<file path="config.mk">
export PLATFORM = sky130hd
export DESIGN_NAME = multicycle_ctrl_flat
export DESIGN_NICKNAME = d
export VERILOG_FILES = /design/src/rtl/ctrl_pkg.sv /design/src/rtl/multicycle_ctrl_if.sv /design/src/rtl/ctrl_out_decode.sv /design/src/rtl/multicycle_ctrl.sv /design/src/flat_wrapper.sv
export SDC_FILE = /design/constraint.sdc
export NUM_CORES = 1
export LEC_CHECK = 0
export ABC_AREA = 0
export BUFFER_PORTS_ARGS = -buffer_cell sky130_fd_sc_hd__buf_2
export CAP_MARGIN = 5
export CORE_MARGIN = 3
export CORE_UTILIZATION = 36
export DETAILED_ROUTE_END_ITERATION = 10
export HOLD_SLACK_MARGIN = 0.06
export PLACE_DENSITY = 0.59
export SYNTH_ARGS = -nofsm -noshare
export SYNTH_HDL_FRONTEND = slang
export SYNTH_SLANG_ARGS = --single-unit
</file>
<file path="constraint.sdc">
create_clock -name clk_i -period 4.4 [get_ports clk_i]
set_input_delay 1.1 -clock clk_i [delete_from_list [all_inputs] [get_ports clk_i]]
set_output_delay 1.1 -clock clk_i [all_outputs]
set_load 0.05 [all_outputs]
</file>
<file path="src/rtl/ctrl_pkg.sv">
// Shared definitions for the multi-cycle MIPS main control FSM:
// opcodes, ALUOp codes, mux select codes, state encodings and the control word.
package ctrl_pkg;

    localparam int STATE_W = 4;

    localparam logic [5:0] OP_RTYPE = 6'b000000;
    localparam logic [5:0] OP_ADDI  = 6'b001000;
    localparam logic [5:0] OP_SLTI  = 6'b001010;
    localparam logic [5:0] OP_BEQ   = 6'b000100;
    localparam logic [5:0] OP_LW    = 6'b100011;
    localparam logic [5:0] OP_SW    = 6'b101011;
    localparam logic [5:0] OP_J     = 6'b000010;

    localparam logic [2:0] ALU_ADD   = 3'b000;
    localparam logic [2:0] ALU_SUB   = 3'b001;
    localparam logic [2:0] ALU_SLT   = 3'b101;
    localparam logic [2:0] ALU_RTYPE = 3'b110;

    localparam logic [1:0] SRC_B_RT      = 2'b00;
    localparam logic [1:0] SRC_B_FOUR    = 2'b01;
    localparam logic [1:0] SRC_B_IMM     = 2'b10;
    localparam logic [1:0] SRC_B_IMM_SH2 = 2'b11;

    localparam logic [1:0] PC_SRC_ALU    = 2'b00;
    localparam logic [1:0] PC_SRC_ALUOUT = 2'b01;
    localparam logic [1:0] PC_SRC_JUMP   = 2'b10;

    typedef enum logic [STATE_W-1:0] {
        ST_IDLE      = 4'd0,
        ST_FETCH     = 4'd1,
        ST_DECODE    = 4'd2,
        ST_R_EXEC    = 4'd3,
        ST_R_WB      = 4'd4,
        ST_I_EXEC    = 4'd5,
        ST_I_WB      = 4'd6,
        ST_BRANCH    = 4'd7,
        ST_JUMP      = 4'd8,
        ST_MEM_ADDR  = 4'd9,
        ST_MEM_READ  = 4'd10,
        ST_MEM_WB    = 4'd11,
        ST_MEM_WRITE = 4'd12
    } state_t;

    typedef struct packed {
        logic [2:0] alu_op;
        logic       alu_src_a;
        logic [1:0] alu_src_b;
        logic       pc_write;
        logic       pc_write_cond;
        logic [1:0] pc_source;
        logic       i_or_d;
        logic       mem_read;
        logic       mem_write;
        logic       ir_write;
        logic       reg_dst;
        logic       mem_to_reg;
        logic       reg_write;
        logic       retire;
        logic       illegal;
    } ctrl_word_t;

    function automatic logic is_legal_op(input logic [5:0] op);
        case (op)
            OP_RTYPE, OP_ADDI, OP_SLTI, OP_BEQ, OP_LW, OP_SW, OP_J: is_legal_op = 1'b1;
            default:                                               is_legal_op = 1'b0;
        endcase
    endfunction

endpackage

</file>
<file path="src/rtl/multicycle_ctrl_if.sv">
// Handshake between the main control FSM and the datapath/memory it steers.
interface multicycle_ctrl_if;
    logic [5:0] opcode_i;
    logic       mem_ready_i;
    logic [2:0] alu_op_o;
    logic       alu_src_a_o;
    logic [1:0] alu_src_b_o;
    logic       pc_write_o;
    logic       pc_write_cond_o;
    logic [1:0] pc_source_o;
    logic       i_or_d_o;
    logic       mem_read_o;
    logic       mem_write_o;
    logic       ir_write_o;
    logic       reg_dst_o;
    logic       mem_to_reg_o;
    logic       reg_write_o;
    logic       retire_o;
    logic       illegal_o;

    modport master (
        input  opcode_i, mem_ready_i,
        output alu_op_o, alu_src_a_o, alu_src_b_o, pc_write_o, pc_write_cond_o,
               pc_source_o, i_or_d_o, mem_read_o, mem_write_o, ir_write_o,
               reg_dst_o, mem_to_reg_o, reg_write_o, retire_o, illegal_o
    );

    modport slave (
        output opcode_i, mem_ready_i,
        input  alu_op_o, alu_src_a_o, alu_src_b_o, pc_write_o, pc_write_cond_o,
               pc_source_o, i_or_d_o, mem_read_o, mem_write_o, ir_write_o,
               reg_dst_o, mem_to_reg_o, reg_write_o, retire_o, illegal_o
    );
endinterface

</file>
<file path="src/rtl/ctrl_out_decode.sv">
// Moore control-word decode of the FSM state; only FETCH write-enables, the
// sw retire and the DECODE illegal flag look at live inputs.
module ctrl_out_decode
    import ctrl_pkg::*;
(
    input  state_t     state,
    input  logic [5:0] opcode_lat,
    input  logic [5:0] opcode_live,
    input  logic       mem_ready,
    output ctrl_word_t cw
);

    // Control word selection per state
    always_comb begin
        cw = '0;
        case (state)
            ST_FETCH: begin
                cw.mem_read  = 1'b1;
                cw.alu_src_b = SRC_B_FOUR;
                cw.alu_op    = ALU_ADD;
                cw.pc_source = PC_SRC_ALU;
                cw.ir_write  = mem_ready;
                cw.pc_write  = mem_ready;
            end
            ST_DECODE: begin
                cw.alu_src_b = SRC_B_IMM_SH2;
                cw.alu_op    = ALU_ADD;
                cw.illegal   = ~is_legal_op(opcode_live);
            end
            ST_R_EXEC: begin
                cw.alu_src_a = 1'b1;
                cw.alu_src_b = SRC_B_RT;
                cw.alu_op    = ALU_RTYPE;
            end
            ST_R_WB: begin
                cw.reg_dst   = 1'b1;
                cw.reg_write = 1'b1;
                cw.retire    = 1'b1;
            end
            ST_I_EXEC: begin
                cw.alu_src_a = 1'b1;
                cw.alu_src_b = SRC_B_IMM;
                if (opcode_lat == OP_SLTI) begin
                    cw.alu_op = ALU_SLT;
                end else begin
                    cw.alu_op = ALU_ADD;
                end
            end
            ST_I_WB: begin
                cw.reg_write = 1'b1;
                cw.retire    = 1'b1;
            end
            ST_BRANCH: begin
                cw.alu_src_a     = 1'b1;
                cw.alu_src_b     = SRC_B_RT;
                cw.alu_op        = ALU_SUB;
                cw.pc_write_cond = 1'b1;
                cw.pc_source     = PC_SRC_ALUOUT;
                cw.retire        = 1'b1;
            end
            ST_JUMP: begin
                cw.pc_write  = 1'b1;
                cw.pc_source = PC_SRC_JUMP;
                cw.retire    = 1'b1;
            end
            ST_MEM_ADDR: begin
                cw.alu_src_a = 1'b1;
                cw.alu_src_b = SRC_B_IMM;
                cw.alu_op    = ALU_ADD;
            end
            ST_MEM_READ: begin
                cw.mem_read = 1'b1;
                cw.i_or_d   = 1'b1;
            end
            ST_MEM_WB: begin
                cw.mem_to_reg = 1'b1;
                cw.reg_write  = 1'b1;
                cw.retire     = 1'b1;
            end
            ST_MEM_WRITE: begin
                cw.mem_write = 1'b1;
                cw.i_or_d    = 1'b1;
                cw.retire    = mem_ready;
            end
            default: begin
                cw = '0;
            end
        endcase
    end

endmodule

</file>
<file path="src/rtl/multicycle_ctrl.sv">
// Main control FSM of the multi-cycle MIPS datapath: state register, opcode
// register and sequencing; the control word comes from ctrl_out_decode.
module multicycle_ctrl
    import ctrl_pkg::*;
(
    input  logic                clk_i,
    input  logic                rst_i,
    multicycle_ctrl_if.master   bus
);

    state_t     state_r;
    state_t     state_next_s;
    logic [5:0] opcode_r;
    ctrl_word_t cw_s;

    // State register
    always_ff @(posedge clk_i or negedge rst_i) begin
        if (!rst_i) begin
            state_r <= ST_IDLE;
        end else begin
            state_r <= state_next_s;
        end
    end

    // Opcode captured in DECODE so later states ignore IR changes
    always_ff @(posedge clk_i or negedge rst_i) begin
        if (!rst_i) begin
            opcode_r <= 6'b000000;
        end else if (state_r == ST_DECODE) begin
            opcode_r <= bus.opcode_i;
        end else begin
            opcode_r <= opcode_r;
        end
    end

    // Next-state sequencing
    always_comb begin
        state_next_s = ST_IDLE;
        case (state_r)
            ST_IDLE:  state_next_s = ST_FETCH;
            ST_FETCH: begin
                if (bus.mem_ready_i) begin
                    state_next_s = ST_DECODE;
                end else begin
                    state_next_s = ST_FETCH;
                end
            end
            ST_DECODE: begin
                case (bus.opcode_i)
                    OP_RTYPE:      state_next_s = ST_R_EXEC;
                    OP_ADDI,
                    OP_SLTI:       state_next_s = ST_I_EXEC;
                    OP_BEQ:        state_next_s = ST_BRANCH;
                    OP_LW, OP_SW:  state_next_s = ST_MEM_ADDR;
                    OP_J:          state_next_s = ST_JUMP;
                    default:       state_next_s = ST_FETCH;
                endcase
            end
            ST_R_EXEC:  state_next_s = ST_R_WB;
            ST_I_EXEC:  state_next_s = ST_I_WB;
            ST_R_WB,
            ST_I_WB,
            ST_BRANCH,
            ST_JUMP,
            ST_MEM_WB:  state_next_s = ST_FETCH;
            ST_MEM_ADDR: begin
                if (opcode_r == OP_LW) begin
                    state_next_s = ST_MEM_READ;
                end else if (opcode_r == OP_SW) begin
                    state_next_s = ST_MEM_WRITE;
                end else begin
                    state_next_s = ST_FETCH;
                end
            end
            ST_MEM_READ: begin
                if (bus.mem_ready_i) begin
                    state_next_s = ST_MEM_WB;
                end else begin
                    state_next_s = ST_MEM_READ;
                end
            end
            ST_MEM_WRITE: begin
                if (bus.mem_ready_i) begin
                    state_next_s = ST_FETCH;
                end else begin
                    state_next_s = ST_MEM_WRITE;
                end
            end
            default: state_next_s = ST_IDLE;
        endcase
    end

    ctrl_out_decode u_decode (
        .state       (state_r),
        .opcode_lat  (opcode_r),
        .opcode_live (bus.opcode_i),
        .mem_ready   (bus.mem_ready_i),
        .cw          (cw_s)
    );

    assign bus.alu_op_o        = cw_s.alu_op;
    assign bus.alu_src_a_o     = cw_s.alu_src_a;
    assign bus.alu_src_b_o     = cw_s.alu_src_b;
    assign bus.pc_write_o      = cw_s.pc_write;
    assign bus.pc_write_cond_o = cw_s.pc_write_cond;
    assign bus.pc_source_o     = cw_s.pc_source;
    assign bus.i_or_d_o        = cw_s.i_or_d;
    assign bus.mem_read_o      = cw_s.mem_read;
    assign bus.mem_write_o     = cw_s.mem_write;
    assign bus.ir_write_o      = cw_s.ir_write;
    assign bus.reg_dst_o       = cw_s.reg_dst;
    assign bus.mem_to_reg_o    = cw_s.mem_to_reg;
    assign bus.reg_write_o     = cw_s.reg_write;
    assign bus.retire_o        = cw_s.retire;
    assign bus.illegal_o       = cw_s.illegal;

endmodule
</file>
<file path="src/flat_wrapper.sv">
// flat-port wrapper written by rule: the top's interface ports become plain ports
module multicycle_ctrl_flat import ctrl_pkg::*;
  (clk_i, rst_i, bus_opcode_i, bus_mem_ready_i, bus_alu_op_o, bus_alu_src_a_o, bus_alu_src_b_o, bus_pc_write_o, bus_pc_write_cond_o, bus_pc_source_o, bus_i_or_d_o, bus_mem_read_o, bus_mem_write_o, bus_ir_write_o, bus_reg_dst_o, bus_mem_to_reg_o, bus_reg_write_o, bus_retire_o, bus_illegal_o);
  multicycle_ctrl_if bus_i ();
  input  logic clk_i;
  input  logic rst_i;
  input wire logic [$bits(bus_i.opcode_i)-1:0] bus_opcode_i;
  input wire logic [$bits(bus_i.mem_ready_i)-1:0] bus_mem_ready_i;
  output wire logic [$bits(bus_i.alu_op_o)-1:0] bus_alu_op_o;
  output wire logic [$bits(bus_i.alu_src_a_o)-1:0] bus_alu_src_a_o;
  output wire logic [$bits(bus_i.alu_src_b_o)-1:0] bus_alu_src_b_o;
  output wire logic [$bits(bus_i.pc_write_o)-1:0] bus_pc_write_o;
  output wire logic [$bits(bus_i.pc_write_cond_o)-1:0] bus_pc_write_cond_o;
  output wire logic [$bits(bus_i.pc_source_o)-1:0] bus_pc_source_o;
  output wire logic [$bits(bus_i.i_or_d_o)-1:0] bus_i_or_d_o;
  output wire logic [$bits(bus_i.mem_read_o)-1:0] bus_mem_read_o;
  output wire logic [$bits(bus_i.mem_write_o)-1:0] bus_mem_write_o;
  output wire logic [$bits(bus_i.ir_write_o)-1:0] bus_ir_write_o;
  output wire logic [$bits(bus_i.reg_dst_o)-1:0] bus_reg_dst_o;
  output wire logic [$bits(bus_i.mem_to_reg_o)-1:0] bus_mem_to_reg_o;
  output wire logic [$bits(bus_i.reg_write_o)-1:0] bus_reg_write_o;
  output wire logic [$bits(bus_i.retire_o)-1:0] bus_retire_o;
  output wire logic [$bits(bus_i.illegal_o)-1:0] bus_illegal_o;
  assign bus_i.opcode_i = bus_opcode_i;
  assign bus_i.mem_ready_i = bus_mem_ready_i;
  assign bus_alu_op_o = bus_i.alu_op_o;
  assign bus_alu_src_a_o = bus_i.alu_src_a_o;
  assign bus_alu_src_b_o = bus_i.alu_src_b_o;
  assign bus_pc_write_o = bus_i.pc_write_o;
  assign bus_pc_write_cond_o = bus_i.pc_write_cond_o;
  assign bus_pc_source_o = bus_i.pc_source_o;
  assign bus_i_or_d_o = bus_i.i_or_d_o;
  assign bus_mem_read_o = bus_i.mem_read_o;
  assign bus_mem_write_o = bus_i.mem_write_o;
  assign bus_ir_write_o = bus_i.ir_write_o;
  assign bus_reg_dst_o = bus_i.reg_dst_o;
  assign bus_mem_to_reg_o = bus_i.mem_to_reg_o;
  assign bus_reg_write_o = bus_i.reg_write_o;
  assign bus_retire_o = bus_i.retire_o;
  assign bus_illegal_o = bus_i.illegal_o;
  multicycle_ctrl u_core (.clk_i(clk_i), .rst_i(rst_i), .bus(bus_i));
endmodule
</file>
==> summary.txt, run 1 <==
Synthesis
  – Synth Area in Simple Gates: 42.0%
  – Synth warnings: 0
  – Post-synthesis compound-gate area fraction: 18.9%
  – Post-synth net total: 123
  – Largest cells by area after synthesis: dfrtp_1, nand2_1, nor2_1, o21ai_0, nor3_1
  – Xor and xnor area share after synthesis: under 10%
  – Mapped cell area: around 800 um^2
  – Syn Inst Count: 114
  – Yosys reg bits: 10
  – Post-synth top area share: 31.5%
  – Mux contribution to synthesized area: ~1.4%
  – Syn Area/Cell: 6.96 um^2
  – Sequential fraction of the synthesis area: 31.5%
  – Adder-cell share of the synthesized area: 0%
  – Largest family of logic cells by synthesized area: simple AND/OR/NAND/NOR gates
  – Count of different cell masters after synthesis: 36
  – Yosys top cell by area: dfrtp_1

CTS
  – Root Buffer Master: clkbuf_4
  – Clock-pin transition on the worst setup and hold timing paths: 0.07 ns
  – CTS tree: done
  – Post-CTS Setup Bufs: 0
  – Resize count post-CTS: 0
  – Post-CTS Hold Buffers: 0
  – Htree depth: 1
  – Clk Latency, worst-skew pair: around 0.27 ns
  – Clk buf depth: 2
  – CTS sink cnt: 10
  – TritonCTS buffer count: 3

Drt
  – Drt via density: 5.54
  – Drc violations: 0
  – Post-route ant nets: 0
  – DR WL/cell: around 13 um
  – Routed WL: about 2200 um
  – DR iter-0 viols: 23
  – Initial DRT Pass Iterations: 4
  – Detailed-route via count: ~900

Timing
  – Fin worst setup slack: 1.21 ns
  – Max transition margin: slightly above 60%
  – Fin. Hold Viols: 0
  – Layout Skew: ~0.0018 ns
  – Slew @ Worst Pin: ~0.56 ns
  – RSZ-0062 raised after global routing: no
  – Final setup fails: 0
  – Setup_tns: 0 ns
  – Min Tclk post-route: 3.19 ns
  – FMAX: about 310 MHz
  – Fin crit share: between 70% and 80%
  – Slew Viols, Final: 0
  – Hold Slack: approximately 0.5 ns

GRT
  – First-pass GRT wire length: 3820 um
  – Vias in the first global route: between 800 and 900
  – Grt ovf: 0
  – Largest net degree at the start of global routing: 17
  – Initial antenna violation count: 0
  – Gr usage total: a little under a fifth

Setup path
  – Req. time, crit path: 3.30 ns
  – CP Class: flop to primary output
  – CP endpoint kind: primary output
  – Crit path DAT: 2.09 ns
  – Worst Path Max Fanout: 16
  – Crit path launch type: flop

Die
  – Initial Util: about two fifths
  – Core area: 2020 um^2
  – DIE AREA: approximately 2800 um^2
  – Rows: 16
  – Io pins: 28
  – Die height: between 50 and 60 um
  – Die width: 52.9 um

Min path
  – Hold Crit Class: flop to flop

Cells and area
  – Antenna cells: 0
  – Filler Cell Count: ~230
  – Area of the multi-input gates: approximately 500 um^2
  – Final core utilization: 47.8%
  – Share of cells above drive strength 1: around 25%
  – Commonest cells after routing, fill and taps aside: nand2_1, buf_2, nor2_1
  – FF+latch area: 250 um^2
  – Layout area overhead: 21.8%
  – Total Nets Final: approximately 150
  – Fin area: 966 um^2

Placed design
  – # port buffers: 27
  – Detail Placement HPWL: 1610 um
  – Dpl cell area: just over 900 um^2
  – Pre-CTS WS: approximately 1.3 ns
  – Placer Congestion: 0.829

Run status
  – Outcome: finished clean

Pwr
  – VDD IR max: 0.000358 V
  – PwrDens: about 800 nW/um^2
  – Lkg Pwr: 0.000460 uW

Flow run
  – Max Cap Viol: 0
[logic make-up after synthesis]
family	after synthesis
xor gates and xnor gates	1
buffers and inverters	9
AOI/OAI and AO/OA	24
and+or+nand+nor	69
DFF	10
muxes	1
[path summary, 6_finish.rpt]
check / start / to / slack [ns] / cells after the start
worst max-delay path: u_core.state_r[0]$_DFF_PN0_ / bus_alu_op_o[2] / 1.21 / 5
worst min-delay path: u_core.opcode_r[4]$_DFFE_PN0P_ / u_core.opcode_r[4]$_DFFE_PN0P_ / 0.50 / 2
worst max register to register: u_core.state_r[0]$_DFF_PN0_ / u_core.state_r[3]$_DFF_PN0_ / 2.43 / 4
worst min register to register: u_core.opcode_r[4]$_DFFE_PN0P_ / u_core.opcode_r[4]$_DFFE_PN0P_ / 0.50 / 2
max in group asynchronous: rst_i / u_core.opcode_r[1]$_DFFE_PN0P_ / 3.53 / 1
min in group asynchronous: rst_i / u_core.opcode_r[0]$_DFFE_PN0P_ / 0.68 / 1
[critical path: stages, from the launching register on]
cell,delay (ns)
dfrtp_1,0.65
nand2b_1,0.27
nor4b_1,0.33
nand4_1,0.18
o21ai_0,0.11
buf_2,0.28
[layout make-up]
cell class | instances | share of cell area, %
well taps | 27 | 3.50
multi-input cells | 95 | 52.1
flip-flops and latches | 10 | 25.9
inverters | 2 | 0.777
repair buffers | 27 | 14.0
clock buffers | 4 | 3.76
[flip-flops by register name, summed over array words and instances (netlist names)]
register         flops
u_core.state_r       4
u_core.opcode_r      6
[per-stage QoR]
step | instances | total power [uW]
floorplan | 114 | 577
global placement | 161 | 671
detailed placement | 161 | 674
CTS | 165 | 757
global route | 165 | 821
finish | 165 | 756
[power by group]
| part | total [uW] | switching (uW) | internal, uW |
|---|---|---|---|
| clock | 82.7 | 32.5 | 50.3 |
| combinational | 466 | 330 | 136 |
| sequential | 207 | 75.1 | 132 |
| total | 756 | 438 | 318 |
[per-layer routing]
layer	vias to the layer above	wire, um	share of wire [%]	global-route usage, %
li1	449	-	-	-
met5	-	0	0	0
met4	0	12	0.55	5.53
met1	426	1040	48	23.8
met3	2	172	7.9	5.63
met2	37	953	44	27.9
[Yosys cell counts, drive strengths merged]
library cell   n
a211oi         1
a21oi          5
a221oi         1
a22oi          1
a31oi          2
a32o           1
and3           1
buf            2
clkbuf         5
dfrtp         10
inv            2
mux2           1
nand2         27
nand2b         4
nand3          1
nand4          1
nand4b         2
nor2          14
nor2b          4
nor3           6
nor4           2
nor4b          1
o211ai         1
o21ai          8
o21bai         1
o22ai          1
o311ai         1
o32ai          1
or2            3
or3            1
or4            2
xnor2          1
No activity file was read; power rests on OpenSTA's default activity.
==> run 2: changes to the inputs <==
clock period = 3.26 ns   (was 4.4 ns; I/O delays follow)
==> summary.txt, run 2 (same netlist as run 1, synthesis figures left out) <==
Die
  – Initial Util: 39.2% (unchanged)
  – Die width: 52.9 um (unchanged)
  – Core area: 2020 um^2 (unchanged)
  – Io pins: 28 (unchanged)
  – Rows: 16 (unchanged)
  – Die height: 52.9 um (unchanged)
  – DIE AREA: 2800 um^2 (unchanged)

Placed design
  – Dpl cell area: 960 um^2 (+3.2%)
  – # port buffers: 27 (unchanged)
  – Pre-CTS WS: 0.757 ns (-0.576 ns)
  – Detail Placement HPWL: 1710 um (+5.9%)
  – Placer Congestion: 0.835 (+0.65%)

Cells and area
  – Filler Cell Count: 214 (-6.6%)
  – Max FFs per register: 6 (unchanged)
  – Final core utilization: 49.3% (+1.5 points)
  – Total Nets Final: 152 (+2.7%)
  – Layout area overhead: 25.6%
  – Antenna cells: 0 (unchanged)
  – Commonest cells after routing, fill and taps aside: nand2_1, buf_2, nor2_1
  – Biggest regs: u_core.opcode_r (6), u_core.state_r (4)
  – FF+latch area: 250 um^2 (unchanged)
  – Fin area: 996 um^2 (+3.1%)
  – Share of cells above drive strength 1: 26.8% (+2.1 points)
  – Largest Register: u_core.opcode_r
  – Area of the multi-input gates: 503 um^2 (unchanged)

Drt
  – Initial DRT Pass Iterations: 4 (unchanged)
  – DR iter-0 viols: 25 (+8.7%)
  – Post-route ant nets: 0 (unchanged)
  – Drt via density: 5.54 (about the same)
  – DR WL/cell: 13.0 um (-1.4%)
  – Routed WL: 2200 um (+1.0%)
  – Drc violations: 0 (unchanged)
  – Detailed-route via count: 936 (+2.4%)

Setup path
  – CP endpoint kind: primary output
  – CP Class: flop to primary output
  – Crit path launch type: flop
  – Worst Path Max Fanout: 14 (-2)
  – Crit path DAT: 1.95 ns (-0.14 ns)
  – Req. time, crit path: 2.44 ns (-0.86 ns)

GRT
  – GRT met2 Usage: 27.1% (-0.83 points)
  – Vias in the first global route: 808 (-3.9%)
  – First-pass GRT wire length: 3640 um (-4.7%)
  – GR Layer Usage met3: 2.82% (-2.8 points)
  – Initial antenna violation count: 0 (unchanged)
  – GRT busiest layer: met2
  – Gr usage total: 17.8% (-0.23 points)
  – Met1 Use GR: 24.5% (+0.73 points)
  – Largest net degree at the start of global routing: 15 (-2)
  – Grt ovf: 0 (unchanged)

Timing
  – Fin. Hold Viols: 0 (unchanged)
  – Fin crit share: between 80% and 90%
  – Layout Skew: 0.00605 ns (+0.00429 ns)
  – Final setup fails: 0 (unchanged)
  – Slew Viols, Final: 0 (unchanged)
  – Slew @ Worst Pin: 0.495 ns (-0.0690 ns)
  – Setup_tns: 0 ns (unchanged)
  – Max transition margin: 66.9% (+4.6 points)
  – Min Tclk post-route: 2.77 ns
  – RSZ-0062 raised after global routing: no
  – FMAX: 362 MHz
  – Fin worst setup slack: 0.494 ns (-0.711 ns)

CTS
  – Resize count post-CTS: 0 (unchanged)
  – CTS sink cnt: 10 (unchanged)
  – TritonCTS buffer count: 3 (unchanged)
  – Htree depth: 1 (unchanged)
  – Clock-pin transition on the worst setup and hold timing paths: 0.08 ns (about the same)
  – Root Buffer Master: clkbuf_4
  – Post-CTS Hold Buffers: 0 (unchanged)
  – Clk Latency, worst-skew pair: 0.27 ns (about the same)
  – Clk buf depth: 2 (unchanged)
  – Post-CTS Setup Bufs: 0 (unchanged)
  – CTS tree: done

Pwr
  – Tot Pwr: 1070 uW (+41%)
  – Lkg Pwr: 0.000480 uW (+4.3%)
  – PwrDens: 1070 nW/um^2 (+37%)
  – VDD IR max: 0.000495 V (+38%)

Min path
  – Hold Crit Class: input pin to asynchronous set/reset pin

Run status
  – Outcome: finished clean

Flow run
  – Max Cap Viol: 0 (unchanged)
## run 2: cell types whose count changed in the layout (fill, tap and decap cells not counted)
cell   previous run  this run
buf_4             0         4
## run 2: final cells by class
type / count / area share [%]
Timing Repair Buffer: 31 / 16.6
Tap cell: 27 / 3.39
Multi-Input combinational cell: 95 / 50.5
Sequential cell: 10 / 25.1
Inverter: 2 / 0.754
Clock buffer: 4 / 3.64
## run 2: worst paths after layout
path / start / endpoint / slack (ns) / cells past startpoint
setup / recovery: u_core.state_r[3]$_DFF_PN0_ / bus_illegal_o / 0.49 / 4
setup reg to reg: u_core.state_r[3]$_DFF_PN0_ / u_core.state_r[3]$_DFF_PN0_ / 1.36 / 4
min in group clk_i: u_core.opcode_r[4]$_DFFE_PN0P_ / u_core.opcode_r[4]$_DFFE_PN0P_ / 0.52 / 2
hold / removal: rst_i / u_core.opcode_r[4]$_DFFE_PN0P_ / 0.39 / 1
max in group asynchronous: rst_i / u_core.opcode_r[3]$_DFFE_PN0P_ / 2.67 / 1
hold reg to reg: u_core.opcode_r[4]$_DFFE_PN0P_ / u_core.opcode_r[4]$_DFFE_PN0P_ / 0.52 / 2
## run 2: through the flow
stage / hold WS [ns] / instances
3_5_place_dp: 0.487 / 165
4_1_cts: 0.395 / 169
5_1_grt: 0.396 / 169
2_1_floorplan: 0.460 / 114
6_report: 0.390 / 169
3_3_place_gp: 0.494 / 165
## run 2: worst max-delay path, stage by stage, from the launching register on
cell and delay [ns]:
dfrtp_1 0.52, or2_4 0.31, or2_1 0.34, a211oi_1 0.21, buf_2 0.30
## run 2: routing by layer
| layer | share of wire (%) | routed length (um) |
|---|---|---|
| met3 | 7.1 | 156 |
| met1 | 47 | 1040 |
| met2 | 44 | 967 |
| met5 | 0 | 0 |
| met4 | 1.6 | 36 |
## run 2: report_power, final
part | internal, uW | switching, uW | total [uW]
Sequential | 179 | 54.2 | 233
Combinational | 215 | 500 | 715
Clock | 67.9 | 50.1 | 118
==> run 3: changes to the inputs <==
PLACE_DENSITY = 0.61   (was 0.59)
clock period = 2.5 ns   (was 3.26 ns; I/O delays follow)
==> summary.txt, run 3 (same netlist as run 1, synthesis figures left out) <==
Run status
  – Outcome: finished clean

CTS
  – Post-CTS Hold Buffers: 0 (unchanged)
  – TritonCTS buffer count: 3 (unchanged)
  – Clk Latency, worst-skew pair: 0.26 ns (about the same)
  – Htree depth: 1 (unchanged)
  – CTS sink cnt: 10 (unchanged)
  – CTS tree: done
  – Root Buffer Master: clkbuf_4
  – Clock-pin transition on the worst setup and hold timing paths: 0.07 ns (about the same)
  – Clk buf depth: 2 (unchanged)

Setup path
  – CP endpoint kind: primary output
  – Crit path launch type: flop
  – Largest delay contributor family on the critical path: simple AND/OR/NAND/NOR gates
  – Cells along the critical path: or2_4 -> or2_1 -> a211oi_2 -> buf_2
  – CP Class: flop to primary output
  – CP max-delay cell: dfrtp_1
  – Worst Path Max Fanout: 9 (-5)
  – Req. time, crit path: 1.88 ns (-0.56 ns)
  – Max stage delay on crit path: 0.38 ns (-0.14 ns)
  – Crit path DAT: 1.74 ns (-0.21 ns)
  – Buf/Inv on CP: 1 (unchanged)

Drt
  – DR WL/cell: 13.3 um (+2.6%)
  – Routed WL: 2270 um (+3.2%)
  – Post-route ant nets: 0 (unchanged)
  – Drc violations: 0 (unchanged)
  – Detailed-route via count: 924 (-1.3%)
  – Drt via density: 5.44 (-1.9%)
  – DR iter-0 viols: 28 (+12%)
  – Initial DRT Pass Iterations: 4 (unchanged)

Pwr
  – Reg power frac: 21.5% (-0.3 points)
  – Tot Pwr: 1400 uW (+32%)
  – PwrDens: 1370 nW/um^2 (+28%)
  – Lkg Pwr: 0.000489 uW (+1.8%)
  – Switching share of power: 56.7% (about the same)
  – VDD IR max: 0.000555 V (+12%)
  – Clock power share: 10.3% (-0.8 points)
  – Comb power frac: 68.2% (+1.1 points)
  – Net Switching: 795 uW (+32%)
  – Power Internal: 608 uW (+32%)

Die
  – Rows: 16 (unchanged)
  – Initial Util: 39.2% (unchanged)
  – Core area: 2020 um^2 (unchanged)
  – Die width: 52.9 um (unchanged)
  – Io pins: 28 (unchanged)
  – Die height: 52.9 um (unchanged)
  – DIE AREA: 2800 um^2 (unchanged)

Timing
  – Slew Viols, Final: 0 (unchanged)
  – Fin crit share: 94.7%
  – Final setup fails: 0 (unchanged)
  – Slew @ Worst Pin: 0.545 ns (+0.0497 ns)
  – FMAX: about 420 MHz
  – Max transition margin: 63.5% (-3.3 points)
  – RSZ-0062 raised after global routing: no
  – Fin. Hold Viols: 0 (unchanged)
  – Layout Skew: 0.00222 ns (-0.00383 ns)
  – Min Tclk post-route: approximately 2.4 ns

Cells and area
  – Biggest regs: u_core.opcode_r (6), u_core.state_r (4)
  – Largest Register: u_core.opcode_r
  – Antenna cells: 0 (unchanged)
  – Commonest cells after routing, fill and taps aside: nand2_1, buf_2, nor2_1
  – Final core utilization: 50.5% (+1.2 points)
  – Max FFs per register: 6 (unchanged)
  – Share of cells above drive strength 1: 30.1% (+3.3 points)
  – Layout area overhead: 28.7%
  – Total Nets Final: 153 (+0.66%)

GRT
  – Vias in the first global route: 842 (+4.2%)
  – First-pass GRT wire length: 3710 um (+1.7%)
  – Grt ovf: 0 (unchanged)
  – Gr usage total: 17.8% (-0.021 points)
  – Largest net degree at the start of global routing: 15 (unchanged)
  – Initial antenna violation count: 0 (unchanged)

Placed design
  – # port buffers: 27 (unchanged)
  – Detail Placement HPWL: 1750 um (+2.4%)
  – Placer Congestion: 0.824 (-1.3%)

Min path
  – Hold Crit Class: input pin to asynchronous set/reset pin

Flow run
  – Max Cap Viol: 0 (unchanged)
==> run 3: cell count changes in the layout (fill, tap and decap cells not counted), sizes merged <==
| cell | before | now |
|---|---|---|
| buf | 31 | 32 |
==> run 3: path summary, 6_finish.rpt <==
check	depth (start not counted)	start	to	slack, ns
min in group clk_i	2	u_core.opcode_r[1]$_DFFE_PN0P_	u_core.opcode_r[1]$_DFFE_PN0P_	0.51
worst min-delay path	1	rst_i	u_core.opcode_r[3]$_DFFE_PN0P_	0.21
worst max-delay path	4	u_core.state_r[2]$_DFF_PN0_	bus_illegal_o	0.13
max in group asynchronous	1	rst_i	u_core.state_r[1]$_DFF_PN0_	2.08
worst max register to register	4	u_core.state_r[2]$_DFF_PN0_	u_core.state_r[3]$_DFF_PN0_	0.73
worst min register to register	2	u_core.opcode_r[1]$_DFFE_PN0P_	u_core.opcode_r[1]$_DFFE_PN0P_	0.51
==> run 3: metrics by stage <==
| stage | hold WS [ns] | instances | area, um^2 | setup WS (ns) | setup TNS, ns |
|---|---|---|---|---|---|
| after floorplan | 0.329 | 114 | 810 | -0.159 | -0.435 |
| after global placement | 0.489 | 166 | 983 | 0.374 | 0 |
| after detailed placement | 0.493 | 166 | 983 | 0.305 | 0 |
| after CTS | 0.214 | 170 | 1020 | 0.0800 | 0 |
| after global routing | 0.198 | 170 | 1020 | 0.0362 | 0 |
| final | 0.212 | 170 | 1020 | 0.133 | 0 |
==> run 3: what timing repair did <==
item                       4_1_cts  5_1_grt
buffers inserted                 0        0
hold endpoints to repair         0        0
setup endpoints to repair        0        3
resized for setup                0        1
==> run 3: worst reg2reg max path, cell delays in order, from the launching register on <==
cell	delay, ns
dfrtp_1	0.38
or2_4	0.27
or2_1	0.36
or4_1	0.55
o311ai_1	0.11
==> run 3: per-layer routing <==
| layer | GRT usage [%] | routed length [um] | vias to the layer above |
|---|---|---|---|
| met2 | 31.6 | 1100 | 29 |
| met1 | 21.6 | 1040 | 435 |
| met3 | 4.23 | 124 | 0 |
| met5 | 0 | 0 | - |
| met4 | 3.40 | 0 | 0 |
| li1 | - | - | 460 |
==> run 3: final cells by class <==
| class | count | area, um^2 |
|---|---|---|
| fill | 210 | 1000 |
| multi-input combinational | 95 | 519 |
| sequential | 10 | 251 |
| tap | 27 | 33.8 |
| clock buffer | 4 | 36.3 |
| timing repair buffer | 32 | 173 |
| inverter | 2 | 7.51 |
==> run 3: power by group through the flow <==
stage	combinational, uW	sequential [uW]	clock (uW)
floorplan	747	280	0
global placement	947	299	0
detailed placement	957	301	0
CTS	961	299	146
global route	1030	311	162
finish	958	302	145
